### config.mk
export PLATFORM = sky130hd
export DESIGN_NAME = regfile_write_bank
export DESIGN_NICKNAME = d
export VERILOG_FILES = /design/src/rtl/regfile_write_bank.sv
export SDC_FILE = /design/constraint.sdc
export NUM_CORES = 2
export LEC_CHECK = 0
export ABC_AREA = 1
export ABC_CLOCK_PERIOD_IN_PS = 1850
export BUFFER_PORTS_ARGS = -buffer_cell sky130_fd_sc_hd__buf_2
export CAP_MARGIN = 25
export CORE_AREA = 3 3 452 454
export CTS_CLUSTER_DIAMETER = 200
export CTS_CLUSTER_SIZE = 16
export DETAILED_ROUTE_END_ITERATION = 10
export DIE_AREA = 0 0 455 457
export PLACE_DENSITY_LB_ADDON = 0.3
export SLEW_MARGIN = 20
export SYNTH_ARGS = -nofsm -noshare
export SYNTH_HDL_FRONTEND = slang
export SYNTH_SLANG_ARGS = --single-unit
### constraint.sdc
create_clock -name clk -period 1.85 [get_ports clk]
set_clock_uncertainty 0.1 [all_clocks]
set_input_delay 0.0925 -clock clk [delete_from_list [all_inputs] [get_ports clk]]
set_output_delay 0.0925 -clock clk [all_outputs]
set_load 0.005 [all_outputs]
### src/rtl/regfile_write_bank.sv
// Register-file write bank: 32 x DATA_W storage, busy-bit scoreboard, write pulse/count/error status.
// Optional macro REGFILE_WRITE_BYPASS_EN makes regs_flat/busy show the in-flight write combinationally.
module regfile_write_bank #(
    parameter int DATA_W = 32,
    parameter int NREG   = 32,
    parameter int ADDR_W = 5
) (
    input  logic                   clk,
    input  logic                   reset_n,
    input  logic                   wr_en,
    input  logic [ADDR_W-1:0]      wr_addr,
    input  logic [DATA_W-1:0]      wr_data,
    input  logic                   set_en,
    input  logic [ADDR_W-1:0]      set_addr,
    output logic [NREG*DATA_W-1:0] regs_flat,
    output logic [NREG-1:0]        busy,
    output logic [NREG-1:0]        wr_onehot,
    output logic [15:0]            wr_count,
    output logic                   err_unowned
);

    logic [DATA_W-1:0] regs_q [NREG];
    logic [DATA_W-1:0] regs_d [NREG];
    logic [NREG-1:0]   busy_q, busy_d;
    logic [NREG-1:0]   wr_onehot_q, wr_onehot_d;
    logic [15:0]       wr_count_q, wr_count_d;
    logic              err_unowned_q, err_unowned_d;
    logic [NREG-1:0]   dec;
    logic              wr_hit;

    always_comb begin
        dec = '0;
        if (wr_en) dec[wr_addr] = 1'b1;
        wr_hit = wr_en && (wr_addr != '0);

        regs_d        = regs_q;
        busy_d        = busy_q;
        wr_onehot_d   = '0;
        wr_count_d    = wr_count_q;
        err_unowned_d = err_unowned_q;

        if (wr_hit) begin
            regs_d[wr_addr] = wr_data;
            wr_onehot_d     = dec;
            wr_count_d      = wr_count_q + 16'd1;
            busy_d[wr_addr] = 1'b0;
            if (!busy_q[wr_addr]) err_unowned_d = 1'b1;
        end
        // A set applied after the clear lets a new producer keep ownership.
        if (set_en && (set_addr != '0)) busy_d[set_addr] = 1'b1;

        regs_d[0] = '0;
        busy_d[0] = 1'b0;
    end

    always_ff @(posedge clk or negedge reset_n) begin
        if (!reset_n) begin
            for (int i = 0; i < NREG; i++) regs_q[i] <= '0;
            busy_q        <= '0;
            wr_onehot_q   <= '0;
            wr_count_q    <= '0;
            err_unowned_q <= 1'b0;
        end else begin
            for (int i = 0; i < NREG; i++) regs_q[i] <= regs_d[i];
            busy_q        <= busy_d;
            wr_onehot_q   <= wr_onehot_d;
            wr_count_q    <= wr_count_d;
            err_unowned_q <= err_unowned_d;
        end
    end

`ifdef REGFILE_WRITE_BYPASS_EN
    // Reset also suppresses the write-through so outputs read zero while reset is held.
    logic byp;
    assign byp = wr_hit && reset_n;
`endif

    for (genvar gi = 0; gi < NREG; gi++) begin : g_out
`ifdef REGFILE_WRITE_BYPASS_EN
        logic sel;
        assign sel = byp && (wr_addr == ADDR_W'(gi));
        assign regs_flat[gi*DATA_W +: DATA_W] = sel ? wr_data : regs_q[gi];
        assign busy[gi] = busy_q[gi] &&
                          !(sel && !(set_en && (set_addr == ADDR_W'(gi))));
`else
        assign regs_flat[gi*DATA_W +: DATA_W] = regs_q[gi];
        assign busy[gi] = busy_q[gi];
`endif
    end

    assign wr_onehot   = wr_onehot_q;
    assign wr_count    = wr_count_q;
    assign err_unowned = err_unowned_q;

endmodule

==> flow_metrics.tcl <==
set metrics [dict create \
    grt_pass1_wl_mm 248 \
    cts_root_buffer "clkbuf_16" \
    grt_use_met3_pct 3.91 \
    reg2reg_slack_ps 230 \
    peakVddDrop_mv 0.715 \
    ys.flop_type "dfrtp_1" \
    cts_tree "built" \
    port_buffers 1117 \
    cts_buffers 77 \
    synth_area_um2 38900 \
    ys_seq_area_share_pct 69.0 \
    fin_crit_sh_pct 98.2 \
    gp_congestion 0.809 \
    globalRouteOverflowTotal 0 \
    placed_cells 7440 \
    crit_required_ps 2340 \
    grt_pass1_vias 30500 \
    drive_gt1_share_pct 30.3 \
    htreeDepth 3 \
    grt_util_met1_pct 20.5 \
    design.die.area_um2 208000 \
    timing.rr.start "wr_count[1]$_DFFE_PN0P_" \
    ff2ff_path_depth 6 \
    holdPathEnd "regs_flat[406]$_DFFE_PN0P_" \
    design.core.area_um2 200000 \
    grtUsageTotal_pct 16.7 \
    drv_slew 0 \
    initial_core_util_pct 19.4 \
    crit_fanout 7 \
    area_growth_pct 34.2 \
    setup_violations 0 \
    min_path_type "in2reg" \
    drt_pass1_iterations 5 \
    synthTopCellsByArea "dfrtp_1 (69%), nand2_1 (6.4%), o21ai_0 (6.0%)" \
    syn_area_per_cell_um2 10.3 \
    slowest_stage "dlygate4sd3_1" \
    antenna_found_initial 24 \
    synth_edf_count 0 \
    io_pins 1151 \
    nFillCells 21500 \
    crit_path_start_kind "input pin" \
    wl_per_cell_um 23.8 \
    hold_start "wr_addr[0]" \
    die_h_um 457 \
    crit_arrival_ps 2310 \
    fin_ws_ps 33.0 \
    yosysTopAreaCell "dfrtp_1" \
    ys_seq_elements 1072 \
    slew_headroom_pct 55.0 \
    worstMarginPinSlew_ps 672 \
    drv_cap 0 \
    synth_async_sr_flop_share_pct 100 \
    nNetsFinal 4993 \
    netlist_instances 3780 \
    vias 31700 \
    multi_input_area_um2 10300 \
    hold_viol_final 0 \
    dp_hpwl_mm 127 \
    path_clk_slew_ps 80 \
    grt_use_met2_pct 28.4 \
    top_usage_layer "met2" \
    regArea_um2 26800 \
    preCtsSetupSlack_ps -5.25 \
    ys_types 29 \
    status "finished clean" \
    crit_type "in2reg" \
    fp-row-count 164 \
    period_needed_ps 1820 \
    hold_path_depth 7 \
    path_cells "dlygate4sd3_1 -> buf_2 -> nor2_1 -> buf_4 -> nand2_1 -> buf_4 -> o21ai_0 -> dlygate4sd3_1 -> o21ai_0" \
    first_iter_violations 2526 \
    cp_slowest_stage_delay_ps 590 \
    r2r-end "wr_count[8]$_DFFE_PN0P_" \
    clock_latency_ps 680 \
    synth_top_area_share_pct 69.0 \
    grt_max_degree 88 \
    synth_warnings 0 \
    final_core_util_pct 26.1 \
    final_cells 7617 \
    detail-route-antenna-nets 0 \
    clockBufferDepth 3 \
    clock_sinks 1072 \
    p_per_area_nw_per_um2 1180 \
    dieWidth_um 455 \
    tns_ps 0 \
    remaining_drc_errors 0 \
    wl_mm 181 \
    fmax_mhz 550 \
    vias_per_cell 4.16 \
    p_leak_nw 25.9 \
    cp-end-kind "register" \
]
## flip-flops by register name, indices dropped and copies added (netlist names)
signal       cells
regs_flat      992
wr_onehot       32
busy            31
wr_count        16
err_unowned      1
## worst max-delay path by stage
| stage | to | from | slack, ps | depth (start not counted) |
|---|---|---|---|---|
| after floorplan | regs_flat[148]$_DFFE_PN0P_ | wr_addr[0] | 360 | 11 |
| after global placement | regs_flat[363]$_DFFE_PN0P_ | wr_addr[4] | 0.8 | 10 |
| after detailed placement | regs_flat[363]$_DFFE_PN0P_ | wr_en | -5 | 8 |
| after CTS | busy[12]$_DFF_PN0_ | wr_en | 0.9 | 9 |
| after global routing | busy[14]$_DFF_PN0_ | wr_addr[1] | -4 | 11 |
| final | busy[5]$_DFF_PN0_ | wr_addr[3] | 30 | 9 |
## what timing repair did
action	CTS	global route
endpoints found under the setup margin	0	49
hold buffers	79	2
hold endpoints to repair	2112	29
setup buffers	0	1
gates resized for setup	0	15
## routing by layer
layer | vias to the layer above | share of wire (%)
li1 | 14500 | -
met1 | 15700 | 41
met2 | 1203 | 48
met3 | 228 | 7.3
met4 | 0 | 3.6
met5 | - | 0
## placed cells by master, fill, tap and decap left out, drive strengths merged
cell type     Yosys  layout
buf             196    1320
dfrtp          1072    1072
nand2           662     662
o21ai           594     594
nor2            492     492
a21oi           448     448
inv              97     100
clkbuf          151      84
dlygate4sd3       0      76
conb              1      34
nand3            32      32
nor3              9       9
o22ai             8       8
xor2              8       8
diode             0       7
nand4             6       6
clkinv            0       3
xnor2             2       2
dlymetal6s4s      0       2
or2               1       1
ha                1       1
## cell usage after synthesis (2+ instances only)
library cell     n
a21oi_1        448
buf_1            9
buf_2          130
buf_4           55
buf_6            2
clkbuf_1       151
dfrtp_1       1072
inv_1           82
inv_2           14
nand2_1        660
nand3_1         31
nand4_1          6
nor2_1         481
nor2_2          10
nor3_1           7
nor3_2           2
o21ai_0        469
o21ai_1        125
o22ai_1          8
xnor2_1          2
xor2_1           8
## power breakdown
part	switching (mW)	total (mW)	internal [mW]
combinational	8.09	14.1	5.96
clock	8.73	16.4	7.70
sequential	2.83	31.0	28.2
## logic make-up after synthesis
logic type / count (synthesis) / synth area share [%]
other cells: 1 / 0.00964
fa+ha+maj: 1 / 0.0322
flops: 1072 / 69.0
xor+xnor: 10 / 0.225
simple gates: 1202 / 11.9
compound gates: 1050 / 13.5
buf+inv: 444 / 5.28
## per-stage QoR
| stage | hold slack (ps) | area (um^2) | power (mW) |
|---|---|---|---|
| 2_1_floorplan | -303 | 39000 | 36.1 |
| 3_3_place_gp | 21.7 | 49200 | 45.3 |
| 3_5_place_dp | 22.2 | 49200 | 45.5 |
| 4_1_cts | 11.1 | 52000 | 62.5 |
| 5_1_grt | 18.0 | 52200 | 65.1 |
| 6_report | 11.3 | 52200 | 61.5 |
## final cells by class
class | instances | share of cell area (%)
clock inverter | 6 | 0.209
clock buffer | 81 | 3.80
antenna | 7 | 0.0336
sequential | 1072 | 51.4
inverter | 97 | 0.710
tap | 2656 | 6.37
timing repair buffer | 1401 | 17.7
multi-input combinational | 2297 | 19.7
## critical path: cells and delay by family
| kind | cells | cell delay [ps] |
|---|---|---|
| AND/OR/NAND/NOR | 2 | 270 |
| buffers and inverters | 5 | 1700 |
| AO/OA/AOI/OAI | 2 | 240 |
(Power assumes the default switching activity.)
